`src/rtl/next_queue_animator_if.sv`:
```
// Pixel/queue bus of the next-piece preview animator: raster position,
// frame and queue events, piece queue in, registered pixel out.
interface next_queue_animator_if #(
  parameter int PIECE_COUNT = 3
);
  logic [9:0]                  VGA_row;
  logic [9:0]                  VGA_col;
  logic                        frame_start;
  logic                        queue_shift;
  logic                        hide;
  logic [PIECE_COUNT-1:0][2:0] pieces_queue;
  logic [23:0]                 output_color;
  logic                        active;

  modport master (
    output VGA_row, VGA_col, frame_start, queue_shift, hide, pieces_queue,
    input  output_color, active
  );

  modport slave (
    input  VGA_row, VGA_col, frame_start, queue_shift, hide, pieces_queue,
    output output_color, active
  );
endinterface

```
`src/rtl/next_queue_animator.sv`:
```
// Next-piece preview with slide animation. A snapshot of the queue is drawn
// shifted down by a pixel offset that shrinks by SLIDE_STEP each frame after
// the queue advances, so the pieces glide up one slot instead of snapping.
module next_queue_animator #(
  parameter int VSTART      = 40,
  parameter int HSTART      = 480,
  parameter int PIECE_COUNT = 3,
  parameter int TILE_H      = 16,
  parameter int TILE_W      = 16,
  parameter int SLOT_ROWS   = 3,
  parameter int GRID_COLS   = 6,
  parameter int SLIDE_STEP  = 4
) (
  input  logic                  clk,
  input  logic                  rst_l,
  next_queue_animator_if.slave  bus
);

  localparam int SLOT_PX   = SLOT_ROWS * TILE_H;
  localparam int GRID_ROWS = SLOT_ROWS * PIECE_COUNT + 2;
  localparam int WIN_H     = GRID_ROWS * TILE_H;
  localparam int WIN_W     = GRID_COLS * TILE_W;
  localparam int OFF_W     = $clog2(SLOT_PX + 1);

  // Tile type codes
  localparam logic [2:0] TILE_BLANK = 3'd0;
  localparam logic [2:0] TILE_I     = 3'd1;
  localparam logic [2:0] TILE_O     = 3'd2;
  localparam logic [2:0] TILE_T     = 3'd3;
  localparam logic [2:0] TILE_S     = 3'd4;
  localparam logic [2:0] TILE_Z     = 3'd5;
  localparam logic [2:0] TILE_J     = 3'd6;
  localparam logic [2:0] TILE_L     = 3'd7;

  localparam logic [23:0] TILE_BLANK_COLOR  = 24'h1C1C1C;
  localparam logic [23:0] TETROMINO_I_COLOR = 24'h00FFFF;
  localparam logic [23:0] TETROMINO_O_COLOR = 24'hFFFF00;
  localparam logic [23:0] TETROMINO_T_COLOR = 24'h800080;
  localparam logic [23:0] TETROMINO_S_COLOR = 24'h00FF00;
  localparam logic [23:0] TETROMINO_Z_COLOR = 24'hFF0000;
  localparam logic [23:0] TETROMINO_J_COLOR = 24'h0000FF;
  localparam logic [23:0] TETROMINO_L_COLOR = 24'hFFA500;

  localparam logic [0:0] ST_IDLE    = 1'b0;
  localparam logic [0:0] ST_SLIDING = 1'b1;

  // ORIENTATION_0 footprint in a 2x4 box; bit index = row*4 + col.
  function automatic logic [7:0] shape_mask(input logic [2:0] t);
    case (t)
      TILE_I:  shape_mask = 8'b0000_1111;
      TILE_O:  shape_mask = 8'b0011_0011;
      TILE_T:  shape_mask = 8'b0010_0111;
      TILE_S:  shape_mask = 8'b0011_0110;
      TILE_Z:  shape_mask = 8'b0110_0011;
      TILE_J:  shape_mask = 8'b0111_0001;
      TILE_L:  shape_mask = 8'b0111_0100;
      default: shape_mask = 8'b0000_0000;
    endcase
  endfunction

  function automatic logic [23:0] piece_color(input logic [2:0] t);
    case (t)
      TILE_I:  piece_color = TETROMINO_I_COLOR;
      TILE_O:  piece_color = TETROMINO_O_COLOR;
      TILE_T:  piece_color = TETROMINO_T_COLOR;
      TILE_S:  piece_color = TETROMINO_S_COLOR;
      TILE_Z:  piece_color = TETROMINO_Z_COLOR;
      TILE_J:  piece_color = TETROMINO_J_COLOR;
      TILE_L:  piece_color = TETROMINO_L_COLOR;
      default: piece_color = TILE_BLANK_COLOR;
    endcase
  endfunction

  logic [0:0]                  state_reg, state_next;
  logic [OFF_W-1:0]            offset_reg, offset_next;
  logic [PIECE_COUNT-1:0][2:0] snap_reg, snap_next;
  logic                        active_reg;
  logic [23:0]                 color_reg;

  // Slide control: a queue shift always restarts the slide, otherwise the
  // offset walks down one step per frame while the snapshot stays frozen.
  always_comb begin
    state_next  = state_reg;
    offset_next = offset_reg;
    snap_next   = snap_reg;
    if (bus.queue_shift) begin
      snap_next   = bus.pieces_queue;
      offset_next = OFF_W'(SLOT_PX);
      state_next  = ST_SLIDING;
    end else if (state_reg == ST_IDLE) begin
      snap_next = bus.pieces_queue;
    end else if (bus.frame_start) begin
      if (offset_reg <= OFF_W'(SLIDE_STEP)) begin
        offset_next = '0;
        state_next  = ST_IDLE;
      end else begin
        offset_next = offset_reg - OFF_W'(SLIDE_STEP);
      end
    end
  end

  // Slide state registers
  always_ff @(posedge clk or negedge rst_l) begin
    if (!rst_l) begin
      state_reg  <= ST_IDLE;
      offset_reg <= '0;
      snap_reg   <= '0;
    end else begin
      state_reg  <= state_next;
      offset_reg <= offset_next;
      snap_reg   <= snap_next;
    end
  end

  int   y_rel;
  int   tile_row;
  int   tile_col;
  logic in_win;

  // Pixel geometry: window test on the raw raster, tile lookup on the
  // slide-shifted row.
  always_comb begin
    in_win   = (int'(bus.VGA_row) >= VSTART) && (int'(bus.VGA_row) < VSTART + WIN_H) &&
               (int'(bus.VGA_col) >= HSTART) && (int'(bus.VGA_col) < HSTART + WIN_W);
    y_rel    = int'(bus.VGA_row) - VSTART - int'(offset_reg);
    tile_row = y_rel / TILE_H;
    tile_col = (int'(bus.VGA_col) - HSTART) / TILE_W;
  end

  logic [PIECE_COUNT-1:0] slot_hit;

  for (genvar gi = 0; gi < PIECE_COUNT; gi++) begin : g_slot
    logic [7:0] mask;
    logic [2:0] bit_idx;
    int         rel_r;
    int         rel_c;
    logic       hit;

    // Does this slot's piece cover the current tile (I pieces sit one row lower)
    always_comb begin
      mask    = shape_mask(snap_reg[gi]);
      rel_r   = tile_row - (SLOT_ROWS * gi + 2) - ((snap_reg[gi] == TILE_I) ? 1 : 0);
      rel_c   = tile_col - 2;
      bit_idx = {rel_r[0], rel_c[1:0]};
      hit     = 1'b0;
      if (rel_r >= 0 && rel_r < 2 && rel_c >= 0 && rel_c < 4)
        hit = mask[bit_idx];
    end

    assign slot_hit[gi] = hit;
  end

  logic [23:0] pix_color;

  // Lowest-index slot wins should two pieces ever claim the same tile
  always_comb begin
    pix_color = TILE_BLANK_COLOR;
    for (int i = PIECE_COUNT - 1; i >= 0; i--)
      if (slot_hit[i]) pix_color = piece_color(snap_reg[i]);
  end

  // Registered output stage feeding the top-level pixel mux
  always_ff @(posedge clk or negedge rst_l) begin
    if (!rst_l) begin
      active_reg <= 1'b0;
      color_reg  <= 24'h000000;
    end else begin
      active_reg <= in_win;
      color_reg  <= (in_win && !bus.hide && y_rel >= 0) ? pix_color : TILE_BLANK_COLOR;
    end
  end

  assign bus.active       = active_reg;
  assign bus.output_color = color_reg;

endmodule

```
`src/flat_wrapper.sv`:
```
// flat-port wrapper written by rule: the top's interface ports become plain ports
module next_queue_animator_flat 
#(
  parameter int VSTART      = 40,
  parameter int HSTART      = 480,
  parameter int PIECE_COUNT = 3,
  parameter int TILE_H      = 16,
  parameter int TILE_W      = 16,
  parameter int SLOT_ROWS   = 3,
  parameter int GRID_COLS   = 6,
  parameter int SLIDE_STEP  = 4
)
  (clk, rst_l, bus_VGA_row, bus_VGA_col, bus_frame_start, bus_queue_shift, bus_hide, bus_pieces_queue, bus_output_color, bus_active);
  next_queue_animator_if #(.PIECE_COUNT(PIECE_COUNT)) bus_i ();
  input  logic clk;
  input  logic rst_l;
  input wire logic [$bits(bus_i.VGA_row)-1:0] bus_VGA_row;
  input wire logic [$bits(bus_i.VGA_col)-1:0] bus_VGA_col;
  input wire logic [$bits(bus_i.frame_start)-1:0] bus_frame_start;
  input wire logic [$bits(bus_i.queue_shift)-1:0] bus_queue_shift;
  input wire logic [$bits(bus_i.hide)-1:0] bus_hide;
  input wire logic [$bits(bus_i.pieces_queue)-1:0] bus_pieces_queue;
  output wire logic [$bits(bus_i.output_color)-1:0] bus_output_color;
  output wire logic [$bits(bus_i.active)-1:0] bus_active;
  assign bus_i.VGA_row = bus_VGA_row;
  assign bus_i.VGA_col = bus_VGA_col;
  assign bus_i.frame_start = bus_frame_start;
  assign bus_i.queue_shift = bus_queue_shift;
  assign bus_i.hide = bus_hide;
  assign bus_i.pieces_queue = bus_pieces_queue;
  assign bus_output_color = bus_i.output_color;
  assign bus_active = bus_i.active;
  next_queue_animator #(.VSTART(VSTART), .HSTART(HSTART), .PIECE_COUNT(PIECE_COUNT), .TILE_H(TILE_H), .TILE_W(TILE_W), .SLOT_ROWS(SLOT_ROWS), .GRID_COLS(GRID_COLS), .SLIDE_STEP(SLIDE_STEP)) u_core (.clk(clk), .rst_l(rst_l), .bus(bus_i));
endmodule
```
`config.mk`:
```
export PLATFORM = sky130hd
export DESIGN_NAME = next_queue_animator_flat
export DESIGN_NICKNAME = d
export VERILOG_FILES = /design/src/rtl/next_queue_animator_if.sv /design/src/rtl/next_queue_animator.sv /design/src/flat_wrapper.sv
export SDC_FILE = /design/constraint.sdc
export NUM_CORES = 1
export LEC_CHECK = 0
export CAP_MARGIN = 20
export CORE_ASPECT_RATIO = 1.75
export CORE_MARGIN = 5
export CORE_UTILIZATION = 58
export DETAILED_ROUTE_END_ITERATION = 16
export MAX_ROUTING_LAYER = met4
export PLACE_DENSITY = 0.85
export REMOVE_ABC_BUFFERS = 1
export SLEW_MARGIN = 5
export SYNTH_ARGS = -nofsm -noshare
export SYNTH_HDL_FRONTEND = slang
export SYNTH_SLANG_ARGS = --single-unit
```
`constraint.sdc`:
```
create_clock -name clk -period 6.9 [get_ports clk]
set_clock_uncertainty 0.05 [all_clocks]
set_input_delay 0.69 -clock clk [delete_from_list [all_inputs] [get_ports clk]]
set_output_delay 0.69 -clock clk [all_outputs]
set_load 0.05 [all_outputs]
```
=== Word level (Yosys, flattened, before mapping) ===
Cells that the tools add are included.

* Add/subtract/negate cells: 13
* $lt $le $gt $ge: 17
* Equality and inequality tests: 22
* Multiplexer cells: 32
* Bitwise gates (word level): 2
* Reductions and logical operators: 20

{| class="wikitable"
|+ Operators with widths
! operator !! count
|-
| $pmux 24 s7 || 3
|-
| $ge 32x1->1 const B || 5
|-
| $pmux 7 s7 || 3
|-
| $lt 32x3->1 const B || 3
|-
| $mux 24 || 4
|-
| $sub 32x32->32 || 3
|-
| $add 32x1->32 || 2
|-
| $sub 32x3->32 const B || 2
|-
| $eq 3x3->1 const B || 12
|-
| $lt 32x4->1 const B || 1
|-
| $sub 32x4->32 const B || 1
|-
| $sub 32x5->32 const B || 1
|-
| $sub 32x7->32 || 1
|-
| $mux 6 || 4
|-
| $eq 3x2->1 const B || 6
|-
| $mux 9 || 2
|-
| $logic_and 1x1->1 || 14
|-
| $mux 1 || 13
|-
| $lt 3x4->1 const B || 3
|-
| $sub 10x6->11 const B || 1
|-
| $sub 10x9->11 const B || 1
|-
| $ge 10x6->1 const B || 1
|-
| $ge 10x9->1 const B || 1
|-
| $lt 10x10->1 const B || 1
|-
| 11 further kinds || 18
|}

* Register bits after elaboration: 41
* Input bits: 34
* Output and inout port bits: 25

=== Logic depth before layout (Yosys ltp) ===
* Depth after elaboration: 16
* Depth in mapped cells: 31

=== Least setup slack after synthesis ===
No wires, ideal clock.

* Path kind: input port to flip-flop
* Start: input bus_VGA_row[3]
* End: register u_core.color_reg[4], in the netlist u_core.bus.output_color[4]
* Arrival time: 6.862 ns
* Required time: 6.703 ns
* Path slack: -0.160 ns
* Stages on the path: 31
* Buffers on the path: 2
* Cell sequence: buf_2 -> inv_1 -> ha_1 -> xnor2_1 -> ha_1 -> clkbuf_1 -> nor3_1 -> o2bb2ai_1 -> o211ai_1 -> nor2_1 -> inv_1 -> ha_1 -> a31oi_1 -> ha_1 -> ha_1 -> inv_1 -> xnor3_1 -> inv_1 -> ha_1 -> inv_1 -> and3_1 -> a311oi_2 -> o21ai_1 -> a211oi_1 -> o2111ai_1 -> nand4b_1 -> or4b_1 -> nand4b_1 -> nor2_2 -> nor3b_1 -> o221ai_1

* Cells in the longest elaborated chain, start to end: 16

{| class="wikitable"
|+ RTL lines
! item !! RTL line !! source
|-
| start: declaration || flat_wrapper.sv:17 || <nowiki>input wire logic [$bits(bus_i.VGA_row)-1:0] bus_VGA_row;</nowiki>
|-
| $sub 10x6->11 || next_queue_animator.sv:125 || <nowiki>y_rel = int'(bus.VGA_row) - VSTART - int'(offset_reg);</nowiki>
|-
| $sub 32x7->32 || next_queue_animator.sv:125 ||
|-
| $reduce_or 4->1 (no source line) || -- ||
|-
| $and 1x1->1 (no source line) || -- ||
|-
| $add 32x1->32 (no source line) || -- ||
|-
| $sub 32x5->32 || next_queue_animator.sv:142 || <nowiki>rel_r = tile_row - (SLOT_ROWS * gi + 2) - ((snap_reg[gi] == TILE_I) ? 1 : 0);</nowiki>
|-
| $sub 32x32->32 || next_queue_animator.sv:142 ||
|-
| $ge 32x1->1 or $lt 32x3->1 (tied branches) || next_queue_animator.sv:146 || <nowiki>if (rel_r >= 0 && rel_r < 2 && rel_c >= 0 && rel_c < 4)</nowiki>
|-
| $logic_and 1x1->1 (3 in a row) || next_queue_animator.sv:146 ||
|-
| $mux 1 || next_queue_animator.sv:146 ||
|-
| $mux 24 (3 in a row) || next_queue_animator.sv:159 || <nowiki>if (slot_hit[i]) pix_color = piece_color(snap_reg[i]);</nowiki>
|-
| $mux 24 * || next_queue_animator.sv:169 || <nowiki>color_reg <= (in_win && !bus.hide && y_rel >= 0) ? pix_color : TILE_BLANK_COLOR;</nowiki>
|-
| end signal: assignment || next_queue_animator.sv:169 ||
|-
| end: declaration || next_queue_animator.sv:78 || <nowiki>logic [23:0] color_reg;</nowiki>
|}

Mark *: on every way between the ends. The rest lies on a longest branch, timed or not. The select of a mux whose other input is x is not followed.
A chain may end at the register's enable or synchronous reset.

=== Final worst setup path ===
* Start: input bus_VGA_row[3]
* End: register u_core.color_reg[14], in the netlist u_core.bus.output_color[14]

Same word-level chain as after synthesis.

==> impl_metrics.csv <==
group,metric,value,unit
outcome,outcome,"complete, no violations",
yosys,ys_async_sr_fraction,100,%
power_and_ir_drop,power.leakage,2.23,nW
cells_and_area,diodes,0,
grt,grt_max_degree,18,
clock_tree,cts_tree,"yes",
cells_and_area,fin_util,72.5,%
grt,grt_overflow,0,
yosys,ys_seq_area_share,13.1,%
cells_and_area,fillCellCount,648,
floorplanning,fp.dieW,78.6,um
setup_path,r2r_end,"u_core.bus.output_color[14]$_DFF_PN0_",
cells_and_area,multi_input_area,3860,um^2
yosys,ys.flop_type,"dfrtp_1",
clock_tree,worstSkewPairLatency,270,ps
yosys,synth_cell_types,87,
setup_path,cp.required,7040,ps
drt,first_iter_violations,394,
placement,place_congestion,1.00,
sta,hold_violations,0,
power_and_ir_drop,swShare,46.1,%
cells_and_area,stdcell_area,5780,um^2
setup_path,crit_path_end_kind,"register",
min_path,min_path_type,"reg2reg",
flow_run,max_cap_violations,0,
sta,setup_viol,0,
clock_tree,numCtsBuffers,3,
drt,vias_per_cell,6.92,
setup_path,timing.rr.start,"u_core.offset_reg[2]$_DFFE_PN0P_",
sta,post-route-period-util,95.9,%
yosys,netlist_area,4770,um^2
yosys,synth_seq_cells,25,
cells_and_area,syn_to_final_growth,21.0,%
setup_path,worstPathArrival,6750,ps
floorplanning,start_util,60.0,%
sta,slew_violations,0,
floorplanning,num_io_pins,59,
grt,grt_pass1_wl,26.2,mm
placement,dpl_cell_area,5550,um^2
drt,drtPass1Iterations,5,
sta,hold_ws,484,ps
setup_path,crit_slowest_cell,"or4b_4",
power_and_ir_drop,vdd_drop_max,196,uV
grt,grt_usage,33.6,%
power_and_ir_drop,finalPower,925,uW
floorplanning,core-area,7960,um^2
min_path,min_to,"u_core.state_reg$_DFF_PN0_",
grt,antenna_found_initial,0,
clock_tree,numClockSinks,25,
yosys,syn_area_per_cell,7.65,um^2
power_and_ir_drop,combinationalPowerShare,66.1,%
yosys,yosysWarnings,0,
power_and_ir_drop,p_seq_share,19.3,%
floorplanning,die_area,10200,um^2
setup_path,r2r_cells,28,
clock_tree,ctsHoldBuffers,0,
yosys,synth_cells,624,
cells_and_area,largest_register_ffs,10,
cells_and_area,fin_nets,768,
drt,ant_nets,0,
sta,max_slew_margin,46.1,%
placement,port_buffers,58,
drt,wl_per_cell,21.2,um
sta,worst_pin_slew,801,ps
setup_path,reg2reg_slack,950,ps
sta,finalCriticalPeriod,6620,ps
yosys,synth_edf_count,0,
placement,hpwl,13.2,mm
clock_tree,cts-htree-levels,1,
setup_path,critPathMaxFanout,6,
min_path,worst_hold_path.num_cells,1,
floorplanning,die_h,130,um
min_path,hp-start,"u_core.state_reg$_DFF_PN0_",
setup_path,setup.worst_path.class,"in2reg",
power_and_ir_drop,p_sw,427,uW
power_and_ir_drop,pwr-share-clk,14.5,%
drt,drcViolationCount,0,
power_and_ir_drop,power_density,160,nW/um^2
cells_and_area,regArea,626,um^2
drt,drt-total-wl,16.5,mm
drt,vias,5376,
clock_tree,cts_root_buf,"clkbuf_16",
clock_tree,clkTransAtPathRegs,70,ps
setup_path,start_kind,"input port",
floorplanning,rows,43,
clock_tree,clockBufferDepth,2,
grt,grt_pass1_vias,5342,
power_and_ir_drop,p_int,499,uW
sta,max_freq,151,MHz
cells_and_area,drive_gt1_share,14.4,%
setup_path,cpPeakStageDelay,530,ps
## power by group through the flow
stage          combinational, mW  clock, mW  sequential (mW)
2_1_floorplan              0.359          0            0.175
3_5_place_dp               0.552          0            0.181
3_3_place_gp               0.533          0            0.180
5_1_grt                    0.662      0.144            0.181
6_report                   0.612      0.135            0.179
4_1_cts                    0.560      0.138            0.178
## cell usage after synthesis, drive strengths merged (5+ instances only)
master    n  area share (%)
a211o     6             1.1
a211oi   11             1.8
a21o      9             1.4
a21oi    26             2.8
a31oi    10             1.3
and3      7            0.92
buf      27             3.9
clkbuf   18             1.4
dfrtp    25              13
fa        7             2.9
ha       39              10
inv      36             2.8
mux2      8             1.9
nand2    41             3.3
nand2b    5            0.66
nand3    32             3.4
nand3b    8             1.3
nand4     7            0.92
nor2     40             3.2
nor2b    11             1.4
nor3     27             2.9
nor3b     9             1.4
nor4     15             2.6
o2111ai   5            0.92
o211ai   10             1.6
o21a      9             1.4
o21ai    43             4.5
o221ai    6             1.1
o31ai     8             1.3
or3      11             1.5
or4       5            0.79
xnor2    23             4.2
xor2     13             2.7
## stage by stage
step	std cells	setup slack (ps)	setup TNS [ps]
CTS	771	147	0
detailed placement	767	-75.0	-311
finish	777	282	0
floorplan	579	86.3	0
global placement	766	169	0
global route	777	-47.8	-179
## critical path: cells and delay by family
family / cells / cell delay (ps)
buffers and inverters: 7 / 1130
xor gates and xnor gates: 1 / 140
AOI/OAI and AO/OA: 11 / 1610
adders and majority gates: 5 / 1280
and+or+nand+nor: 7 / 1930
## repair_timing
action,in CTS,in global routing
resized for setup,0,23
endpoints found under the setup margin,0,10
buffers inserted,0,6
## cell families (layout without fill, tap and decap cells)
group | Yosys count | after routing | share of synthesized area [%]
and+or+nand+nor | 236 | 236 | 27.6
AOI/OAI and AO/OA | 187 | 187 | 27.9
buffers and inverters | 81 | 144 | 8.10
adders and majority gates | 46 | 46 | 13.2
xor gates and xnor gates | 37 | 37 | 7.39
DFF | 25 | 25 | 13.1
muxes | 12 | 12 | 2.73
## worst max-delay path by stage
stage                         from                                     to  slack, ps  cells after the start
floorplan           bus_VGA_row[3]   u_core.bus.output_color[4]$_DFF_PN0_         90                     29
finish              bus_VGA_row[3]  u_core.bus.output_color[14]$_DFF_PN0_        280                     31
global placement    bus_VGA_row[3]  u_core.bus.output_color[10]$_DFF_PN0_        170                     29
CTS                 bus_VGA_row[3]  u_core.bus.output_color[10]$_DFF_PN0_        150                     29
global route        bus_VGA_row[3]  u_core.bus.output_color[10]$_DFF_PN0_        -50                     30
detailed placement  bus_VGA_row[3]  u_core.bus.output_color[10]$_DFF_PN0_        -70                     30
## cell type report
cell class / instances / area share (%)
Inverter: 36 / 2.34
Clock inverter: 1 / 0.130
Sequential cell: 25 / 10.8
Timing Repair Buffer: 104 / 16.7
Multi-Input combinational cell: 518 / 66.8
Tap cell: 90 / 1.95
Clock buffer: 3 / 1.30
## cell usage in the layout, fill, tap and decap left out, types with 10 or more instances in the layout
cell              n
a21oi_1          24
a31oi_1          10
buf_4            43
clkdlybuf4s50_1  58
dfrtp_1          25
ha_1             36
inv_1            34
nand2_1          40
nand3_1          32
nor2_1           38
nor2b_1          11
nor3_1           25
nor4_1           12
o211ai_1         10
o21ai_0          37
xnor2_1          23
xor2_1           11
## metal layers
layer,vias up,wire (um),track usage (%)
met3,107,788,2.62
met5,-,0,-
li1,2475,-,-
met2,291,8780,62.3
met4,0,1430,25.1
met1,2503,5470,31.8
Note: power is estimated with default switching activity, not from simulation.
